### src/rtl/vga_timing_pkg.sv
// Shared timing presets, helper functions and the decoded control bundle for the VGA raster generator.
package vga_timing_pkg;

    localparam int COLOR_W_DEF = 12;

    // 640x480@60, 25.175 MHz pixel clock
    localparam int VGA640_H_ACTIVE = 640;
    localparam int VGA640_H_FP     = 16;
    localparam int VGA640_H_SYNC   = 96;
    localparam int VGA640_H_BP     = 48;
    localparam int VGA640_V_ACTIVE = 480;
    localparam int VGA640_V_FP     = 10;
    localparam int VGA640_V_SYNC   = 2;
    localparam int VGA640_V_BP     = 33;

    // 800x600@60, 40 MHz pixel clock
    localparam int SVGA800_H_ACTIVE = 800;
    localparam int SVGA800_H_FP     = 40;
    localparam int SVGA800_H_SYNC   = 128;
    localparam int SVGA800_H_BP     = 88;
    localparam int SVGA800_V_ACTIVE = 600;
    localparam int SVGA800_V_FP     = 1;
    localparam int SVGA800_V_SYNC   = 4;
    localparam int SVGA800_V_BP     = 23;

    typedef struct packed {
        logic act;
        logic hs;
        logic vs;
        logic fs;
        logic ls;
    } vga_ctl_t;

    function automatic int vga_total(input int active, input int fp, input int sync, input int bp);
        return active + fp + sync + bp;
    endfunction

    function automatic int vga_width(input int n);
        return (n > 1) ? $clog2(n) : 1;
    endfunction

endpackage

### src/rtl/vga_delay_line.sv
// Enable-gated shift register aligning timing flags with frame-buffer read latency.
// DEPTH=0 collapses to a wire; stages clear to all-zero (blank) on reset.
module vga_delay_line #(
    parameter int WIDTH = 1,
    parameter int DEPTH = 1
) (
    input  logic             clk,
    input  logic             rst,
    input  logic             en,
    input  logic [WIDTH-1:0] din,
    output logic [WIDTH-1:0] dout
);

    if (DEPTH == 0) begin : g_pass
        logic unused_ok;
        assign unused_ok = ^{clk, rst, en};
        assign dout      = din;
    end else begin : g_shift
        logic [WIDTH-1:0] stage_q [DEPTH];
        logic [WIDTH-1:0] stage_d [DEPTH];

        always_comb begin
            stage_d[0] = din;
            for (int i = 1; i < DEPTH; i++) begin
                stage_d[i] = stage_q[i-1];
            end
        end

        always_ff @(posedge clk or posedge rst) begin
            if (rst) begin
                for (int i = 0; i < DEPTH; i++) begin
                    stage_q[i] <= '0;
                end
            end else if (en) begin
                stage_q <= stage_d;
            end
        end

        assign dout = stage_q[DEPTH-1];
    end

endmodule

### src/rtl/vga_timing_gen.sv
// Parametrised VGA raster generator: fetch-stage counters and scaled buffer address,
// with sync/DE/colour delayed by PIX_LAT+1 cycles to meet the frame-buffer read data.
module vga_timing_gen
    import vga_timing_pkg::*;
#(
    parameter int H_ACTIVE    = VGA640_H_ACTIVE,
    parameter int H_FP        = VGA640_H_FP,
    parameter int H_SYNC      = VGA640_H_SYNC,
    parameter int H_BP        = VGA640_H_BP,
    parameter int V_ACTIVE    = VGA640_V_ACTIVE,
    parameter int V_FP        = VGA640_V_FP,
    parameter int V_SYNC      = VGA640_V_SYNC,
    parameter int V_BP        = VGA640_V_BP,
    parameter int HSYNC_POL   = 0,
    parameter int VSYNC_POL   = 0,
    parameter int COLOR_W     = COLOR_W_DEF,
    parameter int SCALE_SHIFT = 0,
    parameter int PIX_LAT     = 1,
    localparam int H_TOTAL    = vga_total(H_ACTIVE, H_FP, H_SYNC, H_BP),
    localparam int V_TOTAL    = vga_total(V_ACTIVE, V_FP, V_SYNC, V_BP),
    localparam int HW         = vga_width(H_TOTAL),
    localparam int VW         = vga_width(V_TOTAL),
    localparam int AW         = vga_width((H_ACTIVE >> SCALE_SHIFT) * (V_ACTIVE >> SCALE_SHIFT))
) (
    input  logic               clk,
    input  logic               rst,
    input  logic               en,
    input  logic [COLOR_W-1:0] pixel_in,
    output logic [HW-1:0]      posX,
    output logic [VW-1:0]      posY,
    output logic               fetch_valid,
    output logic [AW-1:0]      buf_addr,
    output logic [COLOR_W-1:0] pixel_out,
    output logic               hsync,
    output logic               vsync,
    output logic               de,
    output logic               frame_start,
    output logic               line_start
);

    if ((H_ACTIVE % (1 << SCALE_SHIFT)) != 0 || (V_ACTIVE % (1 << SCALE_SHIFT)) != 0 ||
        H_FP < 1 || H_SYNC < 1 || H_BP < 1 || V_FP < 1 || V_SYNC < 1 || V_BP < 1 ||
        PIX_LAT < 0 || PIX_LAT > 4) begin : g_bad_params
        $error("vga_timing_gen: illegal timing parameters");
    end

    localparam logic [HW-1:0] X_LAST   = HW'(H_TOTAL - 1);
    localparam logic [HW-1:0] X_ACT    = HW'(H_ACTIVE);
    localparam logic [HW-1:0] HS_BEG   = HW'(H_ACTIVE + H_FP);
    localparam logic [HW-1:0] HS_END   = HW'(H_ACTIVE + H_FP + H_SYNC);
    localparam logic [VW-1:0] Y_LAST   = VW'(V_TOTAL - 1);
    localparam logic [VW-1:0] Y_ACT    = VW'(V_ACTIVE);
    localparam logic [VW-1:0] VS_BEG   = VW'(V_ACTIVE + V_FP);
    localparam logic [VW-1:0] VS_END   = VW'(V_ACTIVE + V_FP + V_SYNC);
    localparam logic [VW-1:0] Y_MASK   = VW'((1 << SCALE_SHIFT) - 1);
    localparam logic [AW-1:0] ROW_STEP = AW'(H_ACTIVE >> SCALE_SHIFT);
    localparam logic          HS_ON    = 1'(HSYNC_POL);
    localparam logic          VS_ON    = 1'(VSYNC_POL);

    logic [HW-1:0]      pos_x_q, pos_x_d;
    logic [VW-1:0]      pos_y_q, pos_y_d;
    logic [AW-1:0]      row_base_q, row_base_d;
    logic               x_wrap, y_wrap;
    vga_ctl_t           ctl_fetch, ctl_dly;
    logic [COLOR_W-1:0] pixel_q, pixel_d;
    logic               hsync_q, hsync_d;
    logic               vsync_q, vsync_d;
    logic               de_q, de_d;
    logic               fs_q, fs_d;
    logic               ls_q, ls_d;

    // row_base advances on the last replicated line of each source row.
    always_comb begin
        x_wrap     = (pos_x_q == X_LAST);
        y_wrap     = (pos_y_q == Y_LAST);
        pos_x_d    = x_wrap ? '0 : pos_x_q + 1'b1;
        pos_y_d    = pos_y_q;
        row_base_d = row_base_q;
        if (x_wrap) begin
            pos_y_d = y_wrap ? '0 : pos_y_q + 1'b1;
            if (y_wrap) begin
                row_base_d = '0;
            end else if (pos_y_q < Y_ACT && (pos_y_q & Y_MASK) == Y_MASK) begin
                row_base_d = row_base_q + ROW_STEP;
            end
        end
    end

    always_comb begin
        fetch_valid   = (pos_x_q < X_ACT) && (pos_y_q < Y_ACT);
        ctl_fetch.act = fetch_valid;
        ctl_fetch.hs  = (pos_x_q >= HS_BEG) && (pos_x_q < HS_END);
        ctl_fetch.vs  = (pos_y_q >= VS_BEG) && (pos_y_q < VS_END);
        ctl_fetch.fs  = (pos_x_q == '0) && (pos_y_q == '0);
        ctl_fetch.ls  = (pos_x_q == '0) && (pos_y_q < Y_ACT);
        buf_addr      = fetch_valid ? row_base_q + AW'(pos_x_q >> SCALE_SHIFT) : '0;
    end

    vga_delay_line #(
        .WIDTH ($bits(vga_ctl_t)),
        .DEPTH (PIX_LAT)
    ) u_ctl_dly (
        .clk  (clk),
        .rst  (rst),
        .en   (en),
        .din  (ctl_fetch),
        .dout (ctl_dly)
    );

    always_comb begin
        pixel_d = ctl_dly.act ? pixel_in : '0;
        hsync_d = ctl_dly.hs ? HS_ON : ~HS_ON;
        vsync_d = ctl_dly.vs ? VS_ON : ~VS_ON;
        de_d    = ctl_dly.act;
        fs_d    = ctl_dly.fs;
        ls_d    = ctl_dly.ls;
    end

    always_ff @(posedge clk or posedge rst) begin
        if (rst) begin
            pos_x_q    <= '0;
            pos_y_q    <= '0;
            row_base_q <= '0;
            pixel_q    <= '0;
            hsync_q    <= ~HS_ON;
            vsync_q    <= ~VS_ON;
            de_q       <= 1'b0;
            fs_q       <= 1'b0;
            ls_q       <= 1'b0;
        end else if (en) begin
            pos_x_q    <= pos_x_d;
            pos_y_q    <= pos_y_d;
            row_base_q <= row_base_d;
            pixel_q    <= pixel_d;
            hsync_q    <= hsync_d;
            vsync_q    <= vsync_d;
            de_q       <= de_d;
            fs_q       <= fs_d;
            ls_q       <= ls_d;
        end
    end

    assign posX        = pos_x_q;
    assign posY        = pos_y_q;
    assign pixel_out   = pixel_q;
    assign hsync       = hsync_q;
    assign vsync       = vsync_q;
    assign de          = de_q;
    assign frame_start = fs_q;
    assign line_start  = ls_q;

endmodule

### config.mk
export PLATFORM = sky130hd
export DESIGN_NAME = vga_timing_gen
export DESIGN_NICKNAME = d
export VERILOG_FILES = /design/src/rtl/vga_timing_pkg.sv /design/src/rtl/vga_delay_line.sv /design/src/rtl/vga_timing_gen.sv
export SDC_FILE = /design/constraint.sdc
export NUM_CORES = 1
export LEC_CHECK = 0
export CAP_MARGIN = 10
export CORE_ASPECT_RATIO = 0.8
export CORE_MARGIN = 2
export CORE_UTILIZATION = 54
export DETAILED_ROUTE_END_ITERATION = 16
export PLACE_DENSITY_LB_ADDON = 0.08
export SYNTH_ARGS = -nofsm -noshare
export SYNTH_HDL_FRONTEND = slang
export SYNTH_SLANG_ARGS = --single-unit
export TNS_END_PERCENT = 50
### constraint.sdc
create_clock -name clk -period 4.05 [get_ports clk]
set_input_delay 0.81 -clock clk [delete_from_list [all_inputs] [get_ports clk]]
set_output_delay 0.81 -clock clk [all_outputs]
set_load 0.005 [all_outputs]
## Word-level counts from Yosys, hierarchy flattened

Index checks and enable logic that the tools add are counted.

| word-level totals | value |
|---|---|
| register bits | 61 |

| cells by class | value |
|---|---|
| reduce and logical (&&, ||, !) cells | 10 |
| add/sub/neg operators | 4 |
| mux-type cells | 8 |
| equal/unequal tests | 2 |
| magnitude comparators | 6 |

Operators with widths:

| operator | count |
|---|---|
| 19-bit 2-to-1 mux | 3 |
| 10-bit by 1-bit adder with 10-bit output, second input constant | 2 |
| 10-bit equality test, second input constant | 2 |
| 10-bit logical NOT | 2 |
| 10-bit < comparator, second input constant | 2 |
| 10-bit by 9-bit < comparator with 1-bit output, second input constant | 2 |
| 10-bit 2-to-1 mux | 2 |
| 19-bit by 10-bit adder with 19-bit output | 1 |
| 19-bit by 10-bit adder with 19-bit output, second input constant | 1 |
| 12-bit 2-to-1 mux | 1 |
| 10-bit greater-or-equal comparator, second input constant | 1 |
| 10-bit by 9-bit greater-or-equal comparator with 1-bit output, second input constant | 1 |
| 1-bit logical AND | 5 |
| 3-bit AND reduction | 1 |
| 1-bit 2-to-1 mux | 2 |
| 2-bit AND reduction | 1 |
| 2-bit nonzero test | 1 |

## Depth between registers and ports, before layout

| depth | value |
|---|---|
| depth after elaboration | 3 |
| depth in mapped cells | 7 |
| gate-level depth less buffers | 6 |

## Cells and area by module

From an unflattened synthesis, not the netlist that was laid out.

| unflattened totals | value |
|---|---|
| cells, all modules | 334 |
| area total of the unflattened synthesis | 3069.2 µm² |

By module, submodules not included:

| module | cells each | area each (µm²) | instances |
|---|---|---|---|
| vga_timing_gen | 323 | 2884.0 | 1 |
| vga_delay_line | 11 | 185.2 | 1 |

## Worst setup path after synthesis

Ideal clock, no wire load.

| timing | value |
|---|---|
| kind | register -> output |
| start | register pos_x_q[9], in the netlist posX[9] |
| end | output port buf_addr[14] |
| path slack | 1.508 ns |
| arrival | 1.732 ns |
| cell stages (with the launch flop) | 6 |
| required time | 3.240 ns |
| path buffers | 0 |
| cells stage by stage | dfrtp_1 -> ha_1 -> a21o_1 -> a21oi_1 -> or4_1 -> a21oi_1 |

| on the way | value |
|---|---|
| word-level cells in the longest chain between the ends | 3 |

RTL lines:

| what | RTL line | text |
|---|---|---|
| from (decl) | vga_timing_gen.sv:60 | `logic [HW-1:0] pos_x_q, pos_x_d;` |
| from (signal assigned) | vga_timing_gen.sv:131 | `pos_x_q <= pos_x_d;` |
| parallel branches: the longest is 2 deep, another holds 19-bit by 10-bit adder with 19-bit output | - |  |
| 19-bit 2-to-1 mux * | vga_timing_gen.sv:96 | `buf_addr = fetch_valid ? row_base_q + AW'(pos_x_q >> SCALE_SHIFT) : '0;` |
| to (decl) | vga_timing_gen.sv:32 | `output logic [AW-1:0] buf_addr,` |

Mark *: on every way between the ends.

## Final worst setup path

| timing | value |
|---|---|
| start | register pos_x_q[9], in the netlist posX[9] |
| end | output port buf_addr[10] |

Same word-level chain as after synthesis.

==> key figures <==
Clocking
  – Clock Latency Late Sink: 0.31 ns
  – Htree depth: 2
  – Reg clk slew, reported paths: approximately 0.1 ns
  – Total CTS buffers: 5
  – CTS Buffer Depth: 2
  – Root Buffer: clkbuf_8
  – Post-CTS Hold Buffers: 0
  – CTS tree: done
  – Post_cts resized: 0
  – Clock sinks: 54
  – Setup Fix Bufs, Post-CTS: 0

Run status
  – Outcome: complete, no violations

Worst setup path
  – Setup slack, reg-to-reg: 1.65 ns
  – Setup crit start: posX[9]
  – R2r startpoint: posY[0]
  – Reg2Reg Depth: 6
  – Critical Path AT: 2.70 ns
  – Buf/Inv on CP: 1
  – Worst path cell trace: ha_1 -> a21o_1 -> a21oi_1 -> o21ai_0 -> a21oi_1 -> clkdlybuf4s50_1
  – Worst path top cell family by delay: compound AO/OA/AOI/OAI gates
  – Critical Path RT: about 3.2 ns
  – Cell mode on critical path: a21oi_1
  – CP max stage delay: about 0.51 ns
  – Crit path max fanout: 10
  – Type of origin of the critical path: register
  – CP max stage cell: clkdlybuf4s50_1
  – Reg2Reg Capture Point: row_base_q[15]
  – Critical path endpoint category: output pin
  – Worst setup path category: register to output pin

Cells and area
  – Synth-to-layout area growth: 26.33%
  – Commonest non-fill, non-tap cell in the layout: clkdlybuf4s50_1
  – Share of cells above drive strength 1: 0.07143
  – Non-filler cells, final: 470
  – Sequential cell area: 0.001354 mm^2
  – Multi-input logic area: 0.001538 mm^2
  – # nets final: 416
  – Antenna diodes: 0
  – Commonest non-fill, non-tap cells in the layout: 71 x clkdlybuf4s50_1, 52 x dfrtp_1, 29 x nand2_1, 25 x o21ai_0, 24 x a21oi_1
  – Fillers: 450

STA
  – Post-route clock period utilization: 0.8655
  – Max-slew violation count: 0
  – Rel. slew slack: 0.4435
  – Final setup fails: 0
  – Setup_tns: 0 ns
  – Tmin final: approximately 3.5 ns
  – RSZ-0062 raised after global routing: no
  – Clock Skew: 0.006765 ns
  – Hold slack: 0.5136 ns
  – Hold Fails Final Rpt: 0
  – Worst-Margin Slew: 0.8318 ns
  – Fmax: 0.2853 GHz

GRT
  – Total GRT Usage: 0.2411
  – Initial antenna violation count: 0
  – Total grt overflow: 0
  – Largest net degree at the start of global routing: 40
  – Vias in the first global route: 2472
  – First-pass GRT wire length: 12120 um

Drt
  – ANT nets after route: 0
  – Via density: 5.723
  – DRT Wirelength: between 7000 and 8000 um
  – DR pass1 iterations: 4
  – DR WL/cell: 15.38 um
  – Via count: 2690
  – Drt initial violations: 208
  – Post-route DRC: 0

Synth
  – Synth Cell Area: 0.003084 mm^2
  – Post-synthesis net count: 350
  – Cells after Synth: about 330
  – Synth warnings: 0
  – Sequential-to-total area share from yosys stat: 0.4389
  – Syn Area/Cell: 9.490 um^2
  – #FFs+latches synth: 54
  – Synth cell types: between 50 and 60

Floorplan
  – Starting density of the core: 0.5612
  – I/O pin cnt: 72
  – Die area: 0.006336 mm^2
  – Rows: 24
  – Die Height: 71.60 um
  – Die Width: 88.50 um
  – Core footprint: 0.005495 mm^2

Placed design
  – HPWL Detailed: 5122 um
  – Port bufs: 71
  – GP Congestion: 0.7954
  – Placed cell count: 462

Worst hold path
  – Hold path startpoint: line_start
  – Worst hold path class: register to register
  – Hold EP: line_start
  – Hold depth: 1

Power
  – Max VDD drop: ~0.22 mV
  – PD cells: approximately 350 mW/mm^2
  – Leak: around 1.6 nW

Flow run
  – Max-cap violations: 0
==> cells by family (layout without fill, tap and decap cells) <==
family / after synthesis / count (layout) / share of synthesized area
AO/OA/AOI/OAI: 73 / 73 / 0.1448
XOR/XNOR: 18 / 18 / 0.05112
adder cells (fa/ha/maj): 10 / 10 / 0.04057
buffers and inverters: 38 / 105 / 0.06247
flip-flops: 54 / 54 / 0.4389
multiplexers: 12 / 12 / 0.04138
other: 1 / 1 / 0.001216
AND/OR/NAND/NOR: 119 / 119 / 0.2195
==> metal layers <==
metal	track usage	routed length [um]
met1	0.3584	3339
met2	0.3642	3416
met3	0.04493	394
met4	0.06566	78
met5	0	0
==> synthesized netlist by cell type (all sizes together) <==
| master | count | share of area |
|---|---|---|
| a21o | 2 | 0.0049 |
| a21oi | 24 | 0.039 |
| a22oi | 1 | 0.0024 |
| a311oi | 1 | 0.0085 |
| a31oi | 1 | 0.0020 |
| a41o | 1 | 0.0032 |
| a41oi | 1 | 0.0028 |
| and2 | 6 | 0.013 |
| and3 | 9 | 0.020 |
| and4 | 4 | 0.012 |
| and4b | 1 | 0.0045 |
| buf | 8 | 0.019 |
| clkbuf | 6 | 0.014 |
| clkinv | 1 | 0.0012 |
| conb | 1 | 0.0012 |
| dfrtp | 52 | 0.42 |
| dfstp | 2 | 0.017 |
| ha | 10 | 0.041 |
| inv | 23 | 0.028 |
| mux2 | 6 | 0.022 |
| mux2i | 6 | 0.019 |
| nand2 | 29 | 0.035 |
| nand3 | 14 | 0.023 |
| nand3b | 1 | 0.0024 |
| nand4 | 7 | 0.019 |
| nand4b | 1 | 0.0028 |
| nor2 | 17 | 0.022 |
| nor3 | 5 | 0.0081 |
| nor4 | 2 | 0.0041 |
| nor4b | 3 | 0.0085 |
| o2111ai | 1 | 0.0028 |
| o21a | 2 | 0.0049 |
| o21ai | 25 | 0.041 |
| o22ai | 2 | 0.0041 |
| o31ai | 11 | 0.027 |
| o32ai | 1 | 0.0028 |
| or2b | 1 | 0.0028 |
| or3 | 9 | 0.019 |
| or4 | 10 | 0.024 |
| xnor2 | 12 | 0.034 |
| xor2 | 6 | 0.017 |
==> cell type report <==
class | instances | share of cell area
Tap cell | 78 | 0.02505
Clock inverter | 1 | 0.001285
Inverter | 24 | 0.02312
Clock buffer | 7 | 0.02216
Multi-Input combinational cell | 233 | 0.3947
Timing Repair Buffer | 73 | 0.1863
Sequential cell | 54 | 0.3475
==> metrics by stage <==
stage	total power, mW	util	worst slack (ns)	area [um^2]
after floorplan	0.8640	-	1.508	3084
after global placement	1.040	0.6924	0.9727	3805
after detailed placement	1.047	0.6924	0.8785	3805
after CTS	1.358	0.7090	0.5312	3896
after global routing	1.431	0.7090	0.3422	3896
final	1.357	0.7090	0.5446	3896
==> power breakdown <==
group	internal, mW	switching [mW]	leakage [nW]
clock	0.139	0.177	0.0482
combinational	0.226	0.146	0.899
sequential	0.586	0.0844	0.694
total	0.950	0.407	1.64
==> worst max path at each step <==
stage               slack [ns]           end  depth (start not counted)
finish                    0.54  buf_addr[10]                          6
global route              0.34  buf_addr[16]                          6
detailed placement        0.88  buf_addr[10]                          6
global placement          0.97  buf_addr[18]                          6
CTS                       0.53  buf_addr[10]                          6
floorplan                 1.51  buf_addr[14]                          5
==> sequential cells by signal, summed over array words and instances (netlist names) <==
register        cells
pixel_out          12
row_base_q         12
posX               10
posY               10
u_ctl_dly.dout      5
de                  1
frame_start         1
hsync               1
line_start          1
vsync               1
Power figures use the tool's default switching activity.
